## config.mk

```make
export PLATFORM = sky130hd
export DESIGN_NAME = icache_fetch_responder
export DESIGN_NICKNAME = d
export VERILOG_FILES = /design/src/rtl/icache_fetch_responder_pkg.sv /design/src/rtl/icache_fetch_responder_datapath.sv /design/src/rtl/icache_fetch_responder.sv
export SDC_FILE = /design/constraint.sdc
export NUM_CORES = 2
export LEC_CHECK = 0
export CAP_MARGIN = 20
export CORE_MARGIN = 3
export CORE_UTILIZATION = 40
export CTS_CLUSTER_SIZE = 25
export DETAILED_ROUTE_END_ITERATION = 6
export GPL_TIMING_DRIVEN = 0
export PLACE_DENSITY = 0.55
export SYNTH_ARGS = -nofsm -noshare
export SYNTH_HDL_FRONTEND = slang
export SYNTH_SLANG_ARGS = --single-unit
```

## constraint.sdc

```tcl
create_clock -name clk -period 5.54 [get_ports clk]
set_clock_uncertainty 0.2 [all_clocks]
set_input_delay 1.108 -clock clk [delete_from_list [all_inputs] [get_ports clk]]
set_output_delay 1.108 -clock clk [all_outputs]
set_load 0.01 [all_outputs]
```

## src/rtl/icache_fetch_responder_pkg.sv

```systemverilog
// -----------------------------------------------------------------------------
// icache_fetch_responder_pkg
// Shared types and geometry constants for the instruction-fetch responder
// (direct-mapped read-only I-cache with a 4 x 64-bit burst line fill).
//   icache_state_t : controller states CHECK / FILL
//   icache_line_t  : one 256-bit cache line
//   tag_w()        : tag width for a given number of index bits
// No ports (package). Optional feature macro used by the top: ICACHE_PERF_EN.
// -----------------------------------------------------------------------------
package icache_fetch_responder_pkg;

    localparam int S_INDEX_DEF = 3;                    // default index bits
    localparam int S_OFFSET    = 5;                    // fixed 32-byte line
    localparam int BURST_LEN   = 4;                    // beats per line fill
    localparam int BEAT_W      = 64;                   // bits per beat
    localparam int WORD_W      = 32;                   // instruction word
    localparam int LINE_W      = BURST_LEN * BEAT_W;   // 256-bit line

    typedef logic [LINE_W-1:0] icache_line_t;

    typedef enum logic {
        CHECK = 1'b0,
        FILL  = 1'b1
    } icache_state_t;

    function automatic int tag_w(input int s_index);
        return 32 - S_OFFSET - s_index;
    endfunction

    localparam int TAG_W_DEF   = tag_w(S_INDEX_DEF);
    localparam int INDEX_W_DEF = S_INDEX_DEF;
    localparam int OFFSET_W    = S_OFFSET;

endpackage

```

## src/rtl/icache_fetch_responder_datapath.sv

```systemverilog
// -----------------------------------------------------------------------------
// icache_datapath
// Storage and lookup side of the I-cache: per-set valid/tag/data flops, the
// line fill buffer, the hit comparator and the instruction word mux.
// Ports:
//   clk, rst        : clock, synchronous active-high reset
//   lookup_addr     : fetch address bits [31:2]
//   lookup_read     : lookup qualifier (read strobe while in CHECK)
//   hit, rdata      : combinational hit and selected 32-bit word
//   beat_we/idx/data: one burst beat into the fill buffer
//   line_we         : commit the assembled line into the set of fill_line_addr
//   fill_line_addr  : latched line address of the fill in progress
//   clear_all       : invalidate every set (wins over a same-cycle commit)
// -----------------------------------------------------------------------------
module icache_datapath
    import icache_fetch_responder_pkg::*;
#(
    parameter int S_INDEX = S_INDEX_DEF
) (
    input  logic                  clk,
    input  logic                  rst,
    input  logic [31:2]           lookup_addr,
    input  logic                  lookup_read,
    output logic                  hit,
    output logic [WORD_W-1:0]     rdata,
    input  logic                  beat_we,
    input  logic [1:0]            beat_idx,
    input  logic [BEAT_W-1:0]     beat_data,
    input  logic                  line_we,
    input  logic [31:S_OFFSET]    fill_line_addr,
    input  logic                  clear_all
);

    localparam int SETS  = 2 ** S_INDEX;
    localparam int TAG_W = tag_w(S_INDEX);

    logic [TAG_W-1:0]   lk_tag;
    logic [S_INDEX-1:0] lk_index;
    logic [2:0]         lk_word;
    logic [TAG_W-1:0]   fl_tag;
    logic [S_INDEX-1:0] fl_index;

    assign lk_tag   = lookup_addr[31:S_OFFSET+S_INDEX];
    assign lk_index = lookup_addr[S_OFFSET+S_INDEX-1:S_OFFSET];
    assign lk_word  = lookup_addr[4:2];
    assign fl_tag   = fill_line_addr[31:S_OFFSET+S_INDEX];
    assign fl_index = fill_line_addr[S_OFFSET+S_INDEX-1:S_OFFSET];

    // Assembled line: the last beat is forwarded straight into the line so the
    // commit happens in the same cycle the final beat arrives.
    icache_line_t fill_line;

    genvar gi;
    generate
        for (gi = 0; gi < BURST_LEN; gi++) begin : g_beat
            logic [BEAT_W-1:0] buf_q;
            logic [BEAT_W-1:0] buf_d;
            logic              sel;

            assign sel = beat_we && (beat_idx == 2'(gi));

            always_comb begin
                buf_d = buf_q;
                if (sel) begin
                    buf_d = beat_data;
                end
            end

            always_ff @(posedge clk) begin
                if (rst) begin
                    buf_q <= '0;
                end else begin
                    buf_q <= buf_d;
                end
            end

            assign fill_line[BEAT_W*gi +: BEAT_W] = sel ? beat_data : buf_q;
        end
    endgenerate

    logic               set_valid [SETS];
    logic [TAG_W-1:0]   set_tag   [SETS];
    icache_line_t       set_data  [SETS];

    generate
        for (gi = 0; gi < SETS; gi++) begin : g_set
            logic             valid_q, valid_d;
            logic [TAG_W-1:0] tag_q, tag_d;
            icache_line_t     data_q, data_d;
            logic             wr;

            assign wr = line_we && (fl_index == S_INDEX'(gi));

            always_comb begin
                valid_d = valid_q;
                tag_d   = tag_q;
                data_d  = data_q;
                if (wr) begin
                    valid_d = 1'b1;
                    tag_d   = fl_tag;
                    data_d  = fill_line;
                end
                // A flush pending at fill completion also drops the new line.
                if (clear_all) begin
                    valid_d = 1'b0;
                end
            end

            // Tags and data are reset too so the word mux never shows X.
            always_ff @(posedge clk) begin
                if (rst) begin
                    valid_q <= 1'b0;
                    tag_q   <= '0;
                    data_q  <= '0;
                end else begin
                    valid_q <= valid_d;
                    tag_q   <= tag_d;
                    data_q  <= data_d;
                end
            end

            assign set_valid[gi] = valid_q;
            assign set_tag[gi]   = tag_q;
            assign set_data[gi]  = data_q;
        end
    endgenerate

    icache_line_t sel_line;
    assign sel_line = set_data[lk_index];
    assign rdata    = sel_line[WORD_W*lk_word +: WORD_W];
    assign hit      = lookup_read && set_valid[lk_index] && (set_tag[lk_index] == lk_tag);

endmodule

```

## src/rtl/icache_fetch_responder.sv

```systemverilog
// -----------------------------------------------------------------------------
// icache_fetch_responder
// Responder end of the instruction-fetch interface: a direct-mapped read-only
// I-cache. Hits answer in the same cycle; misses fetch a 256-bit line as a
// 4-beat x 64-bit burst and then hit on the following cycle.
// Ports:
//   clk, rst                  : clock, synchronous active-high reset
//   imem_read, imem_address   : fetch request (held until imem_resp)
//   imem_rdata, imem_resp     : instruction word and response strobe
//   flush                     : one-cycle pulse, invalidate all lines
//   pmem_read, pmem_address   : burst request to memory (line aligned)
//   pmem_rdata, pmem_resp     : burst beats, one pmem_resp pulse per beat
//   perf_hits, perf_misses    : saturating counters, only with ICACHE_PERF_EN
// -----------------------------------------------------------------------------
module icache_fetch_responder
    import icache_fetch_responder_pkg::*;
#(
    parameter int S_INDEX = S_INDEX_DEF
) (
    input  logic        clk,
    input  logic        rst,
    input  logic        imem_read,
    input  logic [31:0] imem_address,
    output logic [31:0] imem_rdata,
    output logic        imem_resp,
    input  logic        flush,
    output logic        pmem_read,
    output logic [31:0] pmem_address,
    input  logic [63:0] pmem_rdata,
    input  logic        pmem_resp
`ifdef ICACHE_PERF_EN
    ,
    output logic [31:0] perf_hits,
    output logic [31:0] perf_misses
`endif
);

    icache_state_t         state_q, state_d;
    logic [1:0]            beat_q, beat_d;
    logic [31:S_OFFSET]    fill_addr_q, fill_addr_d;
    logic                  flush_pend_q, flush_pend_d;

    logic hit;
    logic beat_we;
    logic line_we;
    logic clear_all;
    logic unused_addr_bits;

    assign unused_addr_bits = ^imem_address[1:0];

    icache_datapath #(
        .S_INDEX (S_INDEX)
    ) u_datapath (
        .clk            (clk),
        .rst            (rst),
        .lookup_addr    (imem_address[31:2]),
        .lookup_read    (imem_read && (state_q == CHECK)),
        .hit            (hit),
        .rdata          (imem_rdata),
        .beat_we        (beat_we),
        .beat_idx       (beat_q),
        .beat_data      (pmem_rdata),
        .line_we        (line_we),
        .fill_line_addr (fill_addr_q),
        .clear_all      (clear_all)
    );

    assign pmem_address = {fill_addr_q, 5'b0};

    always_comb begin
        state_d      = state_q;
        beat_d       = beat_q;
        fill_addr_d  = fill_addr_q;
        flush_pend_d = flush_pend_q;
        imem_resp    = 1'b0;
        pmem_read    = 1'b0;
        beat_we      = 1'b0;
        line_we      = 1'b0;
        clear_all    = 1'b0;
        case (state_q)
            CHECK: begin
                beat_d       = 2'd0;
                flush_pend_d = 1'b0;
                if (hit) begin
                    imem_resp = 1'b1;
                end else if (imem_read) begin
                    state_d     = FILL;
                    fill_addr_d = imem_address[31:S_OFFSET];
                end
                // A hit in this cycle is still served from the old contents.
                clear_all = flush;
            end
            FILL: begin
                pmem_read = 1'b1;
                if (flush) begin
                    flush_pend_d = 1'b1;
                end
                if (pmem_resp) begin
                    beat_we = 1'b1;
                    beat_d  = beat_q + 2'd1;
                    if (beat_q == 2'(BURST_LEN - 1)) begin
                        line_we      = 1'b1;
                        clear_all    = flush_pend_q || flush;
                        flush_pend_d = 1'b0;
                        state_d      = CHECK;
                    end
                end
            end
            default: begin
                state_d = CHECK;
            end
        endcase
    end

    always_ff @(posedge clk) begin
        if (rst) begin
            state_q      <= CHECK;
            beat_q       <= 2'd0;
            fill_addr_q  <= '0;
            flush_pend_q <= 1'b0;
        end else begin
            state_q      <= state_d;
            beat_q       <= beat_d;
            fill_addr_q  <= fill_addr_d;
            flush_pend_q <= flush_pend_d;
        end
    end

`ifdef ICACHE_PERF_EN
    // The first response after a fill belongs to the miss, not to a hit.
    logic        just_filled_q, just_filled_d;
    logic [31:0] hits_q, hits_d;
    logic [31:0] misses_q, misses_d;

    always_comb begin
        just_filled_d = line_we;
        hits_d        = hits_q;
        misses_d      = misses_q;
        if (imem_resp && !just_filled_q && (hits_q != 32'hFFFF_FFFF)) begin
            hits_d = hits_q + 32'd1;
        end
        if ((state_q == CHECK) && (state_d == FILL) && (misses_q != 32'hFFFF_FFFF)) begin
            misses_d = misses_q + 32'd1;
        end
    end

    always_ff @(posedge clk) begin
        if (rst) begin
            just_filled_q <= 1'b0;
            hits_q        <= '0;
            misses_q      <= '0;
        end else begin
            just_filled_q <= just_filled_d;
            hits_q        <= hits_d;
            misses_q      <= misses_d;
        end
    end

    assign perf_hits   = hits_q;
    assign perf_misses = misses_q;
`endif

endmodule

```

After elaboration in Yosys (flattened, before gate mapping)
Index checks and enable logic that the tools add are counted.
{"block": "op_classes", "n_addsub": 1, "multipliers": 0, "n_div": 0, "magnitude_cmp": 1, "eq_ne": 12, "shifts": 1, "n_mux": 35, "bitwise": 3, "reduce_logical": 20}
{"cell": "$bmux W256 S3", "count": 1}
{"cell": "$mux W256", "count": 2}
{"cell": "$mux W64", "count": 4}
{"cell": "$shiftx A256 B9 Y32", "count": 1}
{"cell": "$bmux W24 S3", "count": 1}
{"cell": "$mux W24", "count": 2}
{"cell": "$eq A24 B24 Y1", "count": 1}
{"cell": "$mux W1", "count": 19}
{"cell": "$logic_and A1 B1 Y1", "count": 15}
{"cell": "$eq A3 B3 Y1 const B", "count": 4}
{"cell": "$eq A3 B2 Y1 const B", "count": 2}
{"cell": "$pmux W1 S2", "count": 3}
{"cell": "$eq A2 B2 Y1 const B", "count": 2}
{"cell": "$ge A4 B4 Y1 const B", "count": 1}
{"cell": "$not A3 Y4", "count": 1}
{"cell": "$pmux W2 S2", "count": 1}
{"cell": "$bmux W1 S3", "count": 1}
{"cell": "$eq A3 B1 Y1 const B", "count": 1}
{"cell": "$logic_not A3 Y1", "count": 1}
{"cell": "$reduce_and A3 Y1", "count": 1}
{"cell": "$add A2 B1 Y2 const B", "count": 1}
{"cell": "$eq A2 B1 Y1 const B", "count": 1}
{"cell": "$logic_not A2 Y1", "count": 1}
{"cell": "$mux W2", "count": 1}
{"cell": "4 further kinds", "count": 5}
{"block": "totals", "regBits": 2535, "latchBits": 0, "ramBits": 0, "romBits": 0, "input_bits": 101, "out_inout_bits": 66, "elab_cells": 105, "memories": 0}

Longest topological paths before layout
{"block": "logic_depth", "word_depth": 8, "mapped_depth": 12, "depth_no_buf": 7}

Cells and area by module
A second synthesis with hierarchy kept.
{"block": "hier_totals", "cells_unflattened": 9782, "hier_area_um2": 101677.5}
{"mod": "icache_datapath", "instances": 1, "cells_per_inst": 9638, "area_each_um2": 100203.6, "seq_area_each_um2": 50128.1}
{"mod": "icache_fetch_responder", "instances": 1, "cells_per_inst": 144, "area_each_um2": 1473.9, "seq_area_each_um2": 620.6}

Least setup slack after synthesis
Ideal clock, no wire load.
{"block": "synth_timing", "path_type": "input port to output port", "startpoint": "in imem_address[6]", "endpoint": "out imem_rdata[0]", "arrival_time_ns": 3.632, "required_time_ns": 4.232, "setup_slack_ns": 0.600, "cell_stages": 8, "path_buffers": 5, "path_cell_list": "buf_2 -> buf_4 -> buf_2 -> clkbuf_1 -> buf_1 -> mux4_2 -> mux4_2 -> mux4_2"}
{"block": "synth_via", "elab_chain_len": 5}
{"element": "start: declaration", "line": "icache_fetch_responder.sv:23", "text": "input logic [31:0] imem_address,"}
{"element": "$not A3 Y4 (not written as such)", "line": "icache_fetch_responder_datapath.sv:129", "text": "assign sel_line = set_data[lk_index];"}
{"element": "$bmux W256 S3", "line": "icache_fetch_responder_datapath.sv:129"}
{"element": "$mux W256 (not written as such) (2 in a row)", "line": "icache_fetch_responder_datapath.sv:129"}
{"element": "$shiftx A256 B9 Y32", "line": "icache_fetch_responder_datapath.sv:130", "text": "assign rdata = sel_line[WORD_W*lk_word +: WORD_W];"}
{"element": "end: declaration", "line": "icache_fetch_responder.sv:24", "text": "output logic [31:0] imem_rdata,"}
No other way between the ends. The select of a mux whose other input is x is not followed.

Worst setup path after layout
{"block": "layout_timing", "startpoint": "in imem_address[5]", "endpoint": "out imem_rdata[13]"}
The elaborated chain is that of the path after synthesis.

==> flow_metrics.env <==
export IMPL_cts_tree="built"
export IMPL_mostFrequentLayoutCells="dfxtp_1 (2535), nor2_1 (2314), a211oi_1 (2049)"
export IMPL_powerDensity_mw_per_mm2=329
export IMPL_place_gp_congestion=1.01
export IMPL_grt_first_pass_wirelength_um=678000
export IMPL_crit_path_end_kind="output port"
export IMPL_cts_buffer_depth=4
export IMPL_clock_fmax_ghz=0.179
export IMPL_max_stage_delay_ps=680
export IMPL_timing_final_ws_setup_ps=-52.3
export IMPL_yosysWarnings=0
export IMPL_min_to="u_datapath.g_set[5].tag_q[13]$_SDFFE_PP0P_"
export IMPL_crit_required_ps=4230
export IMPL_reg2reg_to="u_datapath.g_set[0].data_q[252]$_SDFFE_PP0P_"
export IMPL_max_slew_margin_rel=0.166
export IMPL_finalNetCount=10400
export IMPL_start_kind="primary input"
export IMPL_io_pins=167
export IMPL_rows=184
export IMPL_r2r_slack_ps=300
export IMPL_first_iter_violations=13100
export IMPL_period_minus_slack_ps=5590
export IMPL_seq_area_frac_synth=0.500
export IMPL_design_area_mm2=0.121
export IMPL_outcome="complete, but fails checks"
export IMPL_ys_types=41
export IMPL_routedWlPerCell_um=36.0
export IMPL_placed_cells=13300
export IMPL_die_y_um=510
export IMPL_drt_antenna_violating_nets=0
export IMPL_hold_depth=2
export IMPL_dpl_worst_slack_ps=-3150
export IMPL_synth_edff_count=0
export IMPL_instances_no_fill=13900
export IMPL_ys_ff_latch=2535
export IMPL_area_growth_pct=18.8
export IMPL_antenna_found_initial=79
export IMPL_via_count=90100
export IMPL_die_x_um=510
export IMPL_hold_buffers=0
export IMPL_hold_path_class="reg2reg"
export IMPL_grt_start_max_net_pins=17
export IMPL_clk_latency_ps=1020
export IMPL_post_route_period_util=1.01
export IMPL_syn_inst=9719
export IMPL_globalRouteOverflowTotal=0
export IMPL_worstPathMaxFanout=6
export IMPL_cts_htree_levels=5
export IMPL_syn_area_mm2=0.102
export IMPL_synth_flop_cell="dfxtp_1"
export IMPL_hp_start="u_datapath.g_set[5].tag_q[13]$_SDFFE_PP0P_"
export IMPL_violations="DRC, setup timing"
export IMPL_start_util=0.403
export IMPL_dpl_cell_area_mm2=0.108
export IMPL_hold_viol=0
export IMPL_rsz0062_at_grt="no"
export IMPL_r2r_start="state_q$_SDFF_PP0_"
export IMPL_reg2reg_depth=7
export IMPL_drt_first_pass_iters=7
export IMPL_synthArstFlopShare=0
export IMPL_avgSynthCellArea_um2=10.5
export IMPL_cts_root_buf="clkbuf_16"
export IMPL_first_global_vias=84400
export IMPL_tightest_slew_ps=1250
export IMPL_final_util=0.479
export IMPL_hpwl_um=357000
export IMPL_slew_violations=0
export IMPL_grt_total_usage=0.374
export IMPL_drv_cap=0
export IMPL_cts_sinks=2535
export IMPL_layout_drive_gt1_share=0.146
export IMPL_final_common_cell="dfxtp_1"
export IMPL_peakVddDrop_uv=391
export IMPL_drc_errors=2
export IMPL_cts_buffers=290
export IMPL_portBuffers=153
export IMPL_die_area_mm2=0.260
export IMPL_cp_cell_sequence="clkbuf_4 -> buf_12 -> buf_16 -> buf_16 -> buf_8 -> buf_12 -> mux4_2 -> mux4_2 -> mux4_2 -> clkdlybuf4s15_1"
export IMPL_worst_setup_path_type="in2out"
export IMPL_slowest_stage="mux4_2"
export IMPL_viasPerCell=6.47
export IMPL_wl_um=501000
export IMPL_clkTransAtPathRegs_ps=60
export IMPL_cp_common_cell="mux4_2"
export IMPL_cp_arrival_ps=4280
export IMPL_core_area_mm2=0.252
export IMPL_power_leakage_nw=39.8
export IMPL_setup_viol=15
[sequential cells by signal (all words and copies together) (netlist names)]
name / cells
u_datapath.g_set.data_q: 2048
u_datapath.g_beat.buf_q: 256
u_datapath.g_set.tag_q: 192
fill_addr_q: 27
u_datapath.g_set.valid_q: 8
beat_q: 2
flush_pend_q: 1
state_q: 1
[synthesized netlist by cell type, drive strengths merged (3+ instances only)]
cell type,number,share of area
nand2,399,0.015
a211oi,2049,0.15
and3,8,0.00049
o21ai,9,0.00044
o21a,8,0.00059
nor2,2315,0.086
mux2i,345,0.034
nor3,5,0.00025
a22o,3,0.00026
mux4,692,0.15
nor2b,6,0.00037
o22ai,3,0.00018
nand4,4,0.00025
xnor2,4,0.00034
buf,130,0.0066
a221oi,3,0.00026
a21oi,200,0.0099
nand2b,59,0.0036
mux2,14,0.0016
clkbuf,875,0.032
xor2,14,0.0012
nand3,8,0.00039
dfxtp,2535,0.50
a22oi,12,0.00089
ha,4,0.00049
[power breakdown]
part / internal (mW) / leakage (nW) / total (mW) / switching [mW]
logic: 0.705 / 14.8 / 2.40 / 1.69
registers: 18.3 / 20.4 / 18.3 / 0.0165
clock network: 11.1 / 4.52 / 19.0 / 7.94
[layer usage]
metal | GRT usage | vias up | routed length, um
met5 | 0 | - | 261
met4 | 0.284 | 40 | 44100
met3 | 0.129 | 1661 | 63600
met2 | 0.525 | 6526 | 207000
met1 | 0.470 | 45000 | 186000
li1 | - | 36900 | -
[area by class of cell]
cell class / count / area [um2]
fillers: 23400 / 131000
flip-flops and latches: 2535 / 50700
multi-input cells: 6181 / 47100
clock buffers: 437 / 8700
plain buffers: 1005 / 5580
well taps: 3348 / 4190
repair buffers: 314 / 3780
clock inverters: 49 / 450
diodes: 54 / 135
inverters: 2 / 7.51
[per-stage QoR]
stage                     total power [mW]  TNS [ps]  hold WS [ps]
after floorplan                       19.6         0           232
after global placement                20.7   -272260           239
after detailed placement              20.7    -87840           245
after CTS                             39.5      -135           253
after global routing                  40.3         0           267
final                                 39.7      -358           255
[worst max path at each step]
stage,from,cells past startpoint,slack [ps],end
floorplan,imem_address[6],8,600,imem_rdata[0]
global placement,imem_address[6],11,-3540,imem_rdata[29]
detailed placement,imem_address[5],11,-3150,imem_rdata[12]
CTS,imem_address[5],12,-60,imem_rdata[20]
global route,imem_address[5],9,0.9,imem_resp
finish,imem_address[5],10,-50,imem_rdata[13]
[repair_timing]
action                                  4_1_cts  5_1_grt
resized for setup                           578       32
gates cloned                                 11        2
endpoints found under the setup margin       33       20
setup buffers                                54       26
[critical path: cells and delay by family]
kind,cells,cell delay [ps]
muxes,3,1940
buffers and inverters,7,1180
[kinds of logic after synthesis]
| kind of cell | after synthesis | share of synthesized area |
|---|---|---|
| flip-flops | 2535 | 0.500 |
| multiplexers | 1051 | 0.189 |
| AO/OA/AOI/OAI | 2294 | 0.164 |
| AND/OR/NAND/NOR | 2809 | 0.106 |
| buffers and inverters | 1007 | 0.0390 |
| adder cells (fa/ha/maj) | 4 | 0.000493 |
| other | 1 | 0.0000369 |
| XOR/XNOR | 18 | 0.00155 |
No activity file was read; power rests on OpenSTA's default activity.
